===== src/rtl/legv8_instr_encoder.sv =====
// LEGv8 instruction-word encoder: packs per-class fields into 32-bit words for instruction memory.
// Optional `LEGV8_OPCODE_CHECK_EN` also rejects opcodes that do not belong to the bundle's class.
module legv8_instr_encoder #(
  parameter int unsigned ADDR_WIDTH = 6,
  parameter int unsigned START_ADDR = 0
) (
  input  logic                  clk,
  input  logic                  reset,
  input  logic                  start,
  input  logic                  in_valid,
  output logic                  in_ready,
  input  logic [2:0]            in_class,
  input  logic [10:0]           in_opcode,
  input  logic [4:0]            in_rd,
  input  logic [4:0]            in_rn,
  input  logic [4:0]            in_rm,
  input  logic [5:0]            in_shamt,
  input  logic [1:0]            in_hw,
  input  logic [31:0]           in_imm,
  input  logic                  in_last,
  output logic                  out_valid,
  input  logic                  out_ready,
  output logic [31:0]           out_instr,
  output logic [ADDR_WIDTH-1:0] out_addr,
  output logic                  err_range,
  output logic                  wrapped,
  output logic                  done
);

  localparam logic [ADDR_WIDTH-1:0] StartAddr = ADDR_WIDTH'(START_ADDR);
  localparam logic [ADDR_WIDTH-1:0] LastAddr  = {ADDR_WIDTH{1'b1}};

  typedef enum logic [1:0] {StIdle, StRun, StDrain, StDone} state_e;

  state_e                state_q;
  logic [ADDR_WIDTH-1:0] cnt_q;
  logic [31:0]           word;
  logic                  range_ok;
  logic                  op_ok;
  logic                  legal;
  logic                  accept;
  logic                  emit;

  assign in_ready = (state_q == StRun) && (!out_valid || out_ready);
  assign accept   = in_valid && in_ready;
  assign legal    = range_ok && op_ok;
  assign emit     = accept && legal;

  // Signed ranges are checked as "upper bits are a sign extension of the field".
  always_comb begin
    word     = '0;
    range_ok = 1'b0;
    unique case (in_class)
      3'd0: begin
        word     = {in_opcode, in_rm, in_shamt, in_rn, in_rd};
        range_ok = 1'b1;
      end
      3'd1: begin
        word     = {in_opcode[10:1], in_imm[11:0], in_rn, in_rd};
        range_ok = (in_imm[31:11] == {21{in_imm[11]}});
      end
      3'd2: begin
        word     = {in_opcode, in_imm[8:0], 2'b00, in_rn, in_rd};
        range_ok = (in_imm[31:8] == {24{in_imm[8]}});
      end
      3'd3: begin
        word     = {in_opcode[10:3], in_imm[18:0], in_rd};
        range_ok = (in_imm[31:18] == {14{in_imm[18]}});
      end
      3'd4: begin
        word     = {in_opcode[10:5], in_imm[25:0]};
        range_ok = (in_imm[31:25] == {7{in_imm[25]}});
      end
      3'd5: begin
        word     = {in_opcode[10:2], in_hw, in_imm[15:0], in_rd};
        range_ok = (in_imm[31:16] == 16'h0000);
      end
      default: begin
        word     = '0;
        range_ok = 1'b0;
      end
    endcase
  end

`ifdef LEGV8_OPCODE_CHECK_EN
  always_comb begin
    op_ok = 1'b1;
    unique case (in_class)
      3'd2:    op_ok = (in_opcode == 11'b11111000000) || (in_opcode == 11'b11111000010);
      3'd3:    op_ok = (in_opcode[10:3] == 8'b10110100) || (in_opcode[10:3] == 8'b10110101);
      3'd4:    op_ok = (in_opcode[10:5] == 6'b000101) || (in_opcode[10:5] == 6'b100101);
      3'd5:    op_ok = (in_opcode[10:2] == 9'b111100101);
      default: op_ok = 1'b1;
    endcase
  end
`else
  assign op_ok = 1'b1;
`endif

  always_ff @(posedge clk) begin
    if (reset) begin
      state_q   <= StIdle;
      cnt_q     <= StartAddr;
      out_valid <= 1'b0;
      out_instr <= '0;
      out_addr  <= '0;
      err_range <= 1'b0;
      wrapped   <= 1'b0;
      done      <= 1'b0;
    end else begin
      unique case (state_q)
        StIdle, StDone: begin
          if (start) begin
            state_q   <= StRun;
            cnt_q     <= StartAddr;
            err_range <= 1'b0;
            wrapped   <= 1'b0;
            done      <= 1'b0;
          end
        end
        StRun: begin
          if (accept && in_last) state_q <= StDrain;
        end
        StDrain: begin
          if (!out_valid || out_ready) begin
            state_q <= StDone;
            done    <= 1'b1;
          end
        end
        default: state_q <= StIdle;
      endcase

      // A new emit may coincide with the drain of the held word; the emit wins the register.
      if (emit) begin
        out_valid <= 1'b1;
        out_instr <= word;
        out_addr  <= cnt_q;
        cnt_q     <= cnt_q + 1'b1;
        if (cnt_q == LastAddr) wrapped <= 1'b1;
      end else if (out_valid && out_ready) begin
        out_valid <= 1'b0;
      end

      if (accept && !legal) err_range <= 1'b1;
    end
  end

endmodule


===== config.mk =====
export PLATFORM = sky130hd
export DESIGN_NAME = legv8_instr_encoder
export DESIGN_NICKNAME = d
export VERILOG_FILES = /design/src/rtl/legv8_instr_encoder.sv
export SDC_FILE = /design/constraint.sdc
export NUM_CORES = 1
export LEC_CHECK = 0
export ABC_AREA = 0
export BUFFER_PORTS_ARGS = -buffer_cell sky130_fd_sc_hd__buf_2
export CAP_MARGIN = 20
export CORE_MARGIN = 3
export CORE_UTILIZATION = 47
export CTS_BUF_LIST = sky130_fd_sc_hd__clkbuf_4 sky130_fd_sc_hd__clkbuf_8 sky130_fd_sc_hd__clkbuf_16
export DETAILED_ROUTE_END_ITERATION = 10
export GPL_ROUTABILITY_DRIVEN = 1
export PLACE_DENSITY = 0.78
export RECOVER_POWER = 100
export SLEW_MARGIN = 10
export SYNTH_ARGS = -nofsm -noshare
export SYNTH_HDL_FRONTEND = slang
export SYNTH_SLANG_ARGS = --single-unit

===== constraint.sdc =====
create_clock -name clk -period 2.5 [get_ports clk]
set_input_delay 0.125 -clock clk [delete_from_list [all_inputs] [get_ports clk]]
set_output_delay 0.125 -clock clk [all_outputs]
set_load 0.01 [all_outputs]

# After elaboration in Yosys (flattened, before gate mapping)
# Cells that the tools add are included.
[word_totals]
reg_bits = 50
inputBits = 75
wordCells = 68
[classes]
add_sub_neg = 1
eq_ne = 16
n_mux = 20
n_reduce_logical = 23
[ops]
columns = ["operator", "n"]
rows = [
  ["case mux 32 bit (6 select lines)", 1],
  ["== test 23 bit", 1],
  ["== test 20 bit", 1],
  ["2-to-1 mux 6 bit", 3],
  ["zero test 16 bit", 1],
  ["== test 13 bit", 1],
  ["nonzero test 2 bit", 6],
  ["2-to-1 mux 1 bit", 10],
  ["adder 6 x 1 -> 6 bit (second input constant)", 1],
  ["== test 3 x 2 -> 1 bit (second input constant)", 2],
  ["== test 3 bit (second input constant)", 2],
  ["== test 6 bit", 1],
  ["== test 6 bit (second input constant)", 1],
  ["logical AND 1 bit", 6],
  ["2-to-1 mux 2 bit", 3],
  ["case mux 1 bit (6 select lines)", 1],
  ["case mux 2 bit (3 select lines)", 1],
  ["AND reduction 3 bit", 2],
  ["== test 2 bit (second input constant)", 2],
  ["!= test 2 bit (second input constant)", 2],
  ["AND reduction 2 bit", 2],
  ["== test 3 x 1 -> 1 bit (second input constant)", 1],
  ["zero test 3 bit", 1],
  ["== test 2 x 1 -> 1 bit (second input constant)", 1],
  ["other kinds (6)", 7],
]

# Depth between registers and ports, before layout
# Gate-level depths: netlist of the first run.
[depth]
depth_word = 7
depth_mapped = 10
ltp_nobuf = 8

# Worst setup path before layout of the first run
# Ideal clock, no wire load.
[synth_timing]
path_kind = "input-to-reg"
from = "in in_imm[22]"
to = "reg out_addr[5]"
arrival_time_ps = 2272
t_required_ps = 2428
slack_ps = 156
path_stages = 7
path_buffers = 1
path_cell_list = "or4_1 or3_4 a2111oi_4 a21oi_2 a21oi_2 buf_6 mux2i_1"
[synth_via]
elab_chain_cells = 3
elab_cells_between_ends = 6
cone_classes = "3 x eq/ne; 1 x mux; 2 x reduce/logical"
[synth_lines]
columns = ["element", "line", "rtl"]
rows = [
  ["start, declared", "19", "input logic [31:0] in_imm,"],
  ["== test 23 bit, or another cell as far along", "64", "range_ok = (in_imm[31:8] == {24{in_imm[8]}});"],
  ["case mux 1 bit (6 select lines) *", "53", "unique case (in_class)"],
  ["logical AND 1 bit *", "47", "assign emit = accept && legal;"],
  ["end signal, assigned", "137", "out_addr <= cnt_q;"],
  ["end, declared", "24", "output logic [ADDR_WIDTH-1:0] out_addr,"],
]
# Mark *: on every way between the ends. The rest lies on a longest branch, timed or not.
# A chain may end at the register's enable or synchronous reset.

# Final worst setup path of the first run
[layout_timing]
from = "in in_imm[22]"
to = "reg out_instr[8]"
[layout_via]
elab_chain_cells = 3
elab_cells_between_ends = 6
cone_classes = "3 x eq/ne; 1 x mux; 2 x reduce/logical"
[layout_lines]
columns = ["element", "line", "rtl"]
rows = [
  ["== test 23 bit, or another cell as far along", "64", ""],
  ["case mux 1 bit (6 select lines) *", "53", ""],
  ["logical AND 1 bit *", "47", ""],
  ["end signal, assigned", "136", "out_instr <= word;"],
  ["end, declared", "23", "output logic [31:0] out_instr,"],
]
# Marked as above.

==> out/results.txt, run 1 <==
Status - complete, no violations
Clock sink count - 50
Worst Hold Class - in -> reg
Fin area - 0.004463 sq mm
PortBufs - 117
Setup Crit Path Kind - in -> reg
Full die area - 0.008887 sq mm
CTS Buf Count - 5
Area of the multi-input gates - 0.002286 sq mm
Largest net degree at the start of global routing - 44
Post-Place Cell Area - 0.004415 sq mm
Wire per inst - 17.06 um
Worst setup margin - 0.1811 ns
Dpl ws - -0.1025 ns
Wire length on met3 - 958 um
Post-route ant nets - 0
Postcts setup bufs - 0
Hold buffers post-CTS - 0
Die width - 94.27 um
DR WL met2 - 5090 um
Count of cell types in the netlist - 49
Final Hold Viols - 0
Critical path required time - 2.69 ns
Slowest cell on crit path - or4_1
Nets@finish - 631
First-pass GRT wire length - 17400 um
# diodes - 0
Worst slew margin - 0.5087
Max stage delay on crit path - 0.54 ns
Starting DRT DRC Count - 286
DR DRC count - 0
Max FO, Critical Path - 25
Least-Margin Pin Slew - 0.7355 ns
CTS H-tree lvls - 2
Lkg Pwr - 1.656 nW
Setup violators final - 0
Post-synth EDFFs - 0
Final Cycle Share - 0.9276
RSZ-0062 raised after global routing - false
Final Slew Violations - 0
Synthesis-to-finish area growth - 21.87%
VDD IR max - 0.2801 mV
Most used flip-flop cell after synthesis - dfxtp_1
Ys Warns - 0
GRT Total Usage - 0.2460
Wl on met1 - 4677 um
Drt via density - 5.942
Grt ovf - 0
Core Rows - 31
Worst Path Arrival - 2.50 ns
Layout cells sized above 1 - 0.2264
Layout Cells excl Fill - 651
Via count - 3868
Cells after synthesis - 444
Cell mode on critical path - a211oi_1
FF+latch count, synth - 50
Max Fclk - 431.2 MHz
Worst skew pair latency - 0.30 ns
Mapped Nets - 524
Fin Clk Skew - 0.008772 ns
Fillers - 694
Vias in the first global route - 3566
Mapped Area - 0.003662 sq mm
CTS resizes - 0
FFs w/ async S/R, synth - 0
Min Tclk post-route - 2.319 ns
Drt total wl - 11100 um
Post-synthesis area per instance - 8.248 sq um
TritonCTS clock tree - built
Total chip power - 2.038 mW
Ports - 118
Highest metal used - met4
Seq/Total Area, Yosys - 0.2733
Max_cap viols - 0
Placed cells - 643
Chip Height - 94.27 um
Startpoint type of the worst setup path - input port
Crit-path cells - clkbuf_1 > or4_1 > or3_1 > a2111oi_4 > a21oi_2 > buf_12 > a211oi_1 > a211oi_1
Initial Utilization - 0.4943
Reg area - 0.001001 sq mm
Crit. End Element - flop
Pwr/cell area - 456.7 mW/mm^2
DP HPWL - 8430 um
Routability cong. - 0.9199
Antenna violations before repair - 0
CORE AREA - 0.007408 sq mm
Clock tree buffer depth - 2
CTS Root Cell - clkbuf_8
Clock transition at path regs - 0.10 ns
First-pass detailed-route iteration total - 7
-- stage by stage --
stage	util	TNS [ns]	hold WS [ns]
after global placement	0.5960	-0.05813	0.3865
after detailed placement	0.5960	-0.2808	0.4001
after CTS	0.6119	0	0.05843
after global routing	0.6024	0	0.07531
after floorplan	-	0	0.2804
final	0.6024	0	0.06294
-- kinds of logic after synthesis --
logic type | after synthesis | share of synthesized area
compound gates | 136 | 0.2651
simple gates | 123 | 0.1978
buf+inv | 90 | 0.09908
flops | 50 | 0.2733
mux | 40 | 0.1476
fa+ha+maj | 5 | 0.01708
-- report_power, final --
| group | internal, mW | switching [mW] |
|---|---|---|
| sequential | 0.825 | 0.0230 |
| clock | 0.305 | 0.288 |
| combinational | 0.236 | 0.361 |
| total | 1.37 | 0.672 |
-- cell type report --
class / count / area share
multi-input combinational: 304 / 0.5122
sequential: 50 / 0.2243
timing repair buffer: 139 / 0.1665
inverter: 51 / 0.04289
tap: 99 / 0.02775
clock buffer: 5 / 0.01542
clock inverter: 3 / 0.01093
-- metal layers --
metal  GRT usage  up-vias
li1            -     1868
met1      0.3304     1788
met2      0.3848      181
met3     0.03926       31
met4      0.1155        0
met5           0        -
-- placed cells by master (no fill, tap or decap), drive strengths merged, types with 3 or more instances in the layout --
cell type	instances
a211oi	51
a21oi	16
a22oi	9
a31oi	4
and2	5
and3	4
buf	94
clkbuf	50
dfxtp	50
ha	5
inv	52
mux2i	27
mux4	11
nand2	17
nand2b	27
nand3	9
nand4	8
nor2	9
nor2b	11
nor3	4
nor4	4
nor4b	3
o21ai	10
o22ai	30
o31ai	3
or2	3
or3	6
or4	5
-- registers in the layout, indices dropped and copies added (netlist names) --
register and flops:
out_valid 1, state_q 2, wrapped 1, cnt_q 6
done 1, err_range 1, out_instr 32, out_addr 6
-- critical path, delay by kind of cell --
kind | cells | cell delay (ns)
AOI/OAI and AO/OA | 4 | 1.14
buffers and inverters | 2 | 0.27
and+or+nand+nor | 2 | 0.97
-- final timing paths --
kind,start,endpoint,cells past startpoint,slack [ns]
max reg2reg,state_q[1]$_SDFFE_PP0P_,out_instr[8]$_SDFFE_PP0P_,7,0.58
min,in_opcode[6],out_instr[27]$_SDFFE_PP0P_,3,0.06
max,in_imm[22],out_instr[8]$_SDFFE_PP0P_,8,0.18
min reg2reg,out_instr[20]$_SDFFE_PP0P_,out_instr[20]$_SDFFE_PP0P_,2,0.46
-- synthesized netlist by cell type, types with 3 or more instances --
| library cell | count | share of area |
|---|---|---|
| nor2b_1 | 11 | 0.019 |
| o21ai_0 | 9 | 0.012 |
| inv_1 | 51 | 0.052 |
| nor3_1 | 4 | 0.0055 |
| clkbuf_1 | 29 | 0.030 |
| mux2i_1 | 27 | 0.074 |
| nand2b_1 | 27 | 0.046 |
| mux4_2 | 11 | 0.068 |
| ha_1 | 5 | 0.017 |
| or2_2 | 3 | 0.0051 |
| and3_1 | 4 | 0.0068 |
| buf_6 | 3 | 0.0092 |
| nor2_1 | 9 | 0.0092 |
| buf_1 | 5 | 0.0051 |
| or4_1 | 5 | 0.010 |
| a211oi_1 | 51 | 0.10 |
| nor4_1 | 4 | 0.0068 |
| a22oi_1 | 9 | 0.018 |
| nand3_1 | 9 | 0.012 |
| nand4_1 | 8 | 0.014 |
| dfxtp_1 | 50 | 0.27 |
| a21oi_1 | 14 | 0.019 |
| nand2_1 | 17 | 0.017 |
| nor4b_1 | 3 | 0.0072 |
| or3_1 | 5 | 0.0085 |
| and2_1 | 5 | 0.0085 |
| a31oi_1 | 4 | 0.0068 |
| o22ai_1 | 30 | 0.051 |
Power figures use the tool's default switching activity.
==> inputs of run 2 (changes only) <==
Settings changed: PLACE_DENSITY 0.78 to 0.81.
==> run 2 against run 1 <==
Critical path depth unchanged. Sequential power about the same. Worst setup slack better by 0.0026 ns. Via count down 0.96%. Flip-flop and latch count unchanged. Register-to-register slack about the same. Critical path type unchanged. Critical endpoint is now out_instr[19]$_SDFFE_PP0P_.
==> out/results.txt, run 2 (synthesis results as in run 1) <==
First-pass detailed-route iteration total - 7 (unchanged)
Synthesis-to-finish area growth - 21.49%
DR DRC count - 0 (unchanged)
Core Rows - 31 (unchanged)
Final Cycle Share - 0.9265 (-0.001054)
First-pass GRT wire length - 17670 um (+1.5%)
Via count - 3831 (-0.96%)
RSZ-0062 raised after global routing - false
Wire per inst - 16.93 um (-0.72%)
Lkg Pwr - 1.651 nW (-0.30%)
Total chip power - 2.001 mW (-1.8%)
Fin Clk Skew - 0.01116 ns (+0.002391 ns)
Hold Crit Depth - 3 (unchanged)
Largest register FFs - 32 (unchanged)
CORE AREA - 0.007408 sq mm (unchanged)
Chip Height - 94.27 um (unchanged)
Hold EP - out_instr[28]$_SDFFE_PP0P_
Start point of the worst hold path - in_opcode[7]
Worst skew pair latency - 0.30 ns (about the same)
Leading cell type in the layout, fill and taps excluded - buf_2
Vias in the first global route - 3703 (+3.8%)
Max_cap viols - 0 (unchanged)
Largest net degree at the start of global routing - 55 (+25%)
Startpoint type of the worst setup path - input port
Layout Cells excl Fill - 646 (-0.77%)
Min Tclk post-route - 2.316 ns (-0.002636 ns)
Critical path required time - 2.71 ns (+0.02 ns)
Setup Crit Path Kind - in -> reg
Antenna violations before repair - 0 (unchanged)
Starting DRT DRC Count - 321 (+12%)
PortBufs - 117 (unchanged)
Slowest cell on crit path - or4_1
TritonCTS clock tree - built
Worst Hold Class - in -> reg
Crit. End Element - flop
Met2 Track Usage GR - 0.4060 (+0.02128)
Top Usage Layer GRT - met2
Nets@finish - 627 (-0.63%)
CTS Buf Count - 5 (unchanged)
Full die area - 0.008887 sq mm (unchanged)
Die width - 94.27 um (unchanged)
Final core occ - 0.6006 (-0.001858)
CTS resizes - 0 (unchanged)
Least-Margin Pin Slew - 0.7432 ns (+0.007725 ns)
Largest Register - out_instr
Clock transition at path regs - 0.09 ns (about the same)
Initial Utilization - 0.4943 (unchanged)
Post-Place Cell Area - 0.004410 sq mm (-0.11%)
Largest registers - out_instr x32, cnt_q x6, out_addr x6
M3 GR Usage - 0.04087 (+0.001603)
Max Fclk - 431.7 MHz (+0.11%)
Status - complete, no violations
Placed cells - 639 (-0.62%)
Max FO, Critical Path - 15 (-40%)
Worst Path Arrival - 2.52 ns (+0.02 ns)
Terminus of the critical flop-to-flop path - out_instr[2]$_SDFFE_PP0P_
Worst r2r path cells - 7 (unchanged)
FF-to-FF Start - state_q[1]$_SDFFE_PP0P_
Worst slew margin - 0.5035 (-0.005160)
Fillers - 657 (-5.3%)
Fin area - 0.004449 sq mm (-0.31%)
R2r setup slk - 0.58 ns (about the same)
Routability cong. - 1.002 (+9.0%)
Setup violators final - 0 (unchanged)
Postcts setup bufs - 0 (unchanged)
Clock tree buffer depth - 2 (unchanged)
Pwr/cell area - 449.8 mW/mm^2 (-1.5%)
Max stage delay on crit path - 0.56 ns (+0.02 ns)
Drt total wl - 10940 um (-1.5%)
WHS - 0.07716 ns (+0.01422 ns)
DP HPWL - 8245 um (-2.2%)
Final Hold Viols - 0 (unchanged)
Grt ovf - 0 (unchanged)
# diodes - 0 (unchanged)
Final Slew Violations - 0 (unchanged)
Layout cells sized above 1 - 0.2212 (-0.005243)
CTS Root Cell - clkbuf_8
Crit-path cells - buf_2 > or4_1 > or3_1 > a2111oi_4 > a21o_4 > o21ai_1 > buf_12 > a211oi_1
Met1 usage - 0.3223 (-0.008035)
Most frequent cells in the layout - buf_2, inv_1, a211oi_1
VDD IR max - 0.2364 mV (-16%)
Hold buffers post-CTS - 0 (unchanged)
Post-route ant nets - 0 (unchanged)
Clock sink count - 50 (unchanged)
Ports - 118 (unchanged)
CTS H-tree lvls - 2 (unchanged)
GRT Total Usage - 0.2458 (about the same)
Drt via density - 5.930 (-0.19%)
-- run 2: cell count changes in the layout (fill, tap and decap cells not counted), sizes merged --
| cell | previous run | this run |
|---|---|---|
| clkinvlp | 1 | 0 |
| inv | 52 | 51 |
| buf | 94 | 92 |
| clkinv | 0 | 1 |
| clkbuf | 50 | 48 |
-- run 2: report_power, final --
| part | internal, mW | switching, mW |
|---|---|---|
| clock network | 0.294 | 0.263 |
| logic | 0.237 | 0.359 |
| registers | 0.825 | 0.0239 |
| total | 1.36 | 0.646 |
-- run 2: worst max path at each step --
stage	from	to	slack (ns)
5_1_grt	in_imm[22]	out_instr[1]$_SDFFE_PP0P_	0.07
3_3_place_gp	in_imm[22]	out_instr[9]$_SDFFE_PP0P_	0.008
3_5_place_dp	in_imm[22]	out_instr[2]$_SDFFE_PP0P_	-0.08
2_1_floorplan	in_imm[22]	out_addr[5]$_SDFFE_PP0P_	0.16
6_report	in_imm[22]	out_instr[19]$_SDFFE_PP0P_	0.18
4_1_cts	in_imm[22]	out_instr[20]$_SDFFE_PP0P_	0.24
-- run 2: cell type report --
type	instances	area, sq um	area share
Inverter	51	191.4	0.04303
Sequential cell	50	1001	0.2250
Timing Repair Buffer	135	739.5	0.1662
Clock buffer	5	68.82	0.01547
Clock inverter	2	38.79	0.008718
Multi-Input combinational cell	304	2286	0.5138
Tap cell	99	123.9	0.02784
-- run 2: routing by layer --
layer	vias to the layer above	part of all wire
met2	199	0.46
met3	27	0.088
met4	0	0.025
met5	-	0
li1	1853	-
met1	1752	0.42
-- run 2: through the flow --
| stage | setup slack (ns) | TNS, ns |
|---|---|---|
| global route | 0.07151 | 0 |
| detailed placement | -0.08221 | -0.5202 |
| floorplan | 0.1560 | 0 |
| CTS | 0.2387 | 0 |
| finish | 0.1837 | 0 |
| global placement | 0.008482 | 0 |
-- run 2: worst max-delay path: cells and delay by family --
family / cells / cell delay [ns]
AOI/OAI and AO/OA: 4 / 1.11
and+or+nand+nor: 2 / 0.98
buffers and inverters: 2 / 0.32
==> inputs of run 3 (changes only) <==
Settings changed: BUFFER_PORTS_ARGS -buffer_cell sky130_fd_sc_hd__buf_2 to -buffer_cell sky130_fd_sc_hd__buf_4, TNS_END_PERCENT set to 1.
==> run 3 against run 2 <==
Sequential share of layout area down 0.69 points. Flip-flop and latch count unchanged. Via count up 0.76%. Core utilization up 1.9 points. Register-to-register slack about the same. Sequential power about the same. Critical path depth unchanged. Critical path type unchanged.
==> out/results.txt, run 3 (synthesis results as in run 1) <==
Ports - 118 (unchanged)
Crit. End Element - flop
Final Slew Violations - 0 (unchanged)
Initial Utilization - 0.4943 (unchanged)
Max FO, Critical Path - 27 (+12)
Post-route ant nets - 0 (unchanged)
Pwr/cell area - 433.0 mW/mm^2 (-3.7%)
Drt via density - 5.975 (+0.76%)
WHS - 0.07077 ns (-0.006387 ns)
Final Cycle Share - 0.9179 (-0.008628)
Via count - 3860 (+0.76%)
CORE AREA - 0.007408 sq mm (unchanged)
Setup violators final - 0 (unchanged)
Layout cells sized above 1 - 0.2194 (-0.001828)
Die width - 94.27 um (unchanged)
Max Fclk - 435.8 MHz (+0.94%)
CTS Buf Count - 5 (unchanged)
# diodes - 0 (unchanged)
VDD IR max - 0.2165 mV (-8.4%)
Setup Crit Path Kind - in -> reg
First-pass detailed-route iteration total - 7 (unchanged)
Least-Margin Pin Slew - 0.6880 ns (-0.05522 ns)
Startpoint type of the worst setup path - input port
Lkg Pwr - 1.691 nW (+2.4%)
Most frequent cells in the layout - buf_4, inv_1, a211oi_1
DP HPWL - 8608 um (+4.4%)
Hold EP - out_instr[27]$_SDFFE_PP0P_
Post-Place Cell Area - 0.004671 sq mm (+5.9%)
FF-to-FF Start - state_q[1]$_SDFFE_PP0P_
CTS H-tree lvls - 2 (unchanged)
First-pass GRT wire length - 17610 um (-0.35%)
Vias in the first global route - 3532 (-4.6%)
Drt total wl - 11310 um (+3.4%)
Largest net degree at the start of global routing - 65 (+18%)
Start point of the worst hold path - in_opcode[6]
Worst Hold Class - in -> reg
Worst Path Arrival - 2.46 ns (-0.06 ns)
Routability cong. - 0.9712 (-3.1%)
Worst skew pair latency - 0.31 ns (about the same)
CTS resizes - 0 (unchanged)
Antenna violations before repair - 0 (unchanged)
Status - complete, no violations
Chip Height - 94.27 um (unchanged)
Max_cap viols - 0 (unchanged)
Nets@finish - 626 (-0.16%)
Fin area - 0.004591 sq mm (+3.2%)
Min Tclk post-route - 2.295 ns (-0.02157 ns)
Clock tree buffer depth - 2 (unchanged)
TritonCTS clock tree - built
Fillers - 678 (+3.2%)
Synthesis-to-finish area growth - 25.35%
Fin Clk Skew - 0.01253 ns (+0.001369 ns)
Final core occ - 0.6197 (+0.01908)
Wire per inst - 17.51 um (+3.4%)
Leading cell type in the layout, fill and taps excluded - buf_4
GRT Total Usage - 0.2483 (+0.002476)
Critical path required time - 2.67 ns (-0.04 ns)
CTS Root Cell - clkbuf_8
Setup_tns - 0 ns (unchanged)
Core Rows - 31 (unchanged)
R2r setup slk - 0.57 ns (about the same)
DR DRC count - 0 (unchanged)
Grt ovf - 0 (unchanged)
Postcts setup bufs - 0 (unchanged)
RSZ-0062 raised after global routing - false
Clock transition at path regs - 0.11 ns (+0.02 ns)
PortBufs - 117 (unchanged)
Largest registers - out_instr x32, cnt_q x6, out_addr x6
Largest register FFs - 32 (unchanged)
Starting DRT DRC Count - 389 (+21%)
Largest Register - out_instr
Full die area - 0.008887 sq mm (unchanged)
Hold buffers post-CTS - 0 (unchanged)
Final Hold Viols - 0 (unchanged)
Clock sink count - 50 (unchanged)
Worst r2r path cells - 7 (unchanged)
Hold Crit Depth - 3 (unchanged)
Terminus of the critical flop-to-flop path - out_instr[20]$_SDFFE_PP0P_
Worst slew margin - 0.5404 (+0.03689)
## run 3: cell types whose count changed in the layout (fill, tap and decap cells not counted)
cell,before,now
buf_4,11,85
buf_12,6,4
clkbuf_4,0,1
buf_2,75,0
clkinv_4,1,2
inv_8,0,1
bufinv_16,1,0
clkbuf_1,43,44
## run 3: layer usage
layer | vias up | share of wire | GRT usage | routed length (um)
li1 | 1850 | - | - | -
met1 | 1788 | 0.43 | 0.3425 | 4877
met2 | 203 | 0.47 | 0.4096 | 5330
met3 | 19 | 0.078 | 0.02965 | 881
met4 | 0 | 0.020 | 0.06498 | 222
met5 | - | 0 | 0 | 0
## run 3: worst max path at each step
stage	start	to	slack, ns	depth (start not counted)
3_5_place_dp	in_imm[22]	out_instr[20]$_SDFFE_PP0P_	-0.02	8
5_1_grt	in_imm[22]	out_instr[18]$_SDFFE_PP0P_	0.11	8
2_1_floorplan	in_imm[22]	out_addr[5]$_SDFFE_PP0P_	0.16	7
6_report	in_imm[22]	out_instr[18]$_SDFFE_PP0P_	0.21	8
4_1_cts	in_imm[22]	out_instr[20]$_SDFFE_PP0P_	0.28	8
3_3_place_gp	in_imm[22]	out_instr[10]$_SDFFE_PP0P_	0.05	8
## run 3: power by group
part | leakage [nW] | switching (mW) | internal (mW)
Combinational | 1.24 | 0.362 | 0.270
Sequential | 0.403 | 0.0231 | 0.825
Clock | 0.0502 | 0.300 | 0.208
## run 3: stage by stage
step           power, mW  worst slack (ns)  cells
6_report           1.988            0.2053    646
5_1_grt            2.085            0.1059    646
4_1_cts            1.997            0.2801    646
3_5_place_dp       1.498          -0.01978    638
3_3_place_gp       1.482           0.04788    638
2_1_floorplan      1.252            0.1560    444
## run 3: layout make-up
class	count	area [sq um]	share of cell area
Tap cell	99	123.9	0.02698
Multi-Input combinational cell	304	2286	0.4980
Clock inverter	3	28.78	0.006269
Inverter	51	191.4	0.04170
Sequential cell	50	1001	0.2180
Timing Repair Buffer	134	890.9	0.1941
Clock buffer	5	68.82	0.01499
## run 3: critical path, cell delays in order
cell       delay [ns]
clkbuf_1         0.10
or4_1            0.57
or3_1            0.42
a2111oi_4        0.44
a21oi_1          0.20
buf_12           0.20
a211oi_1         0.31
a211oi_1         0.08
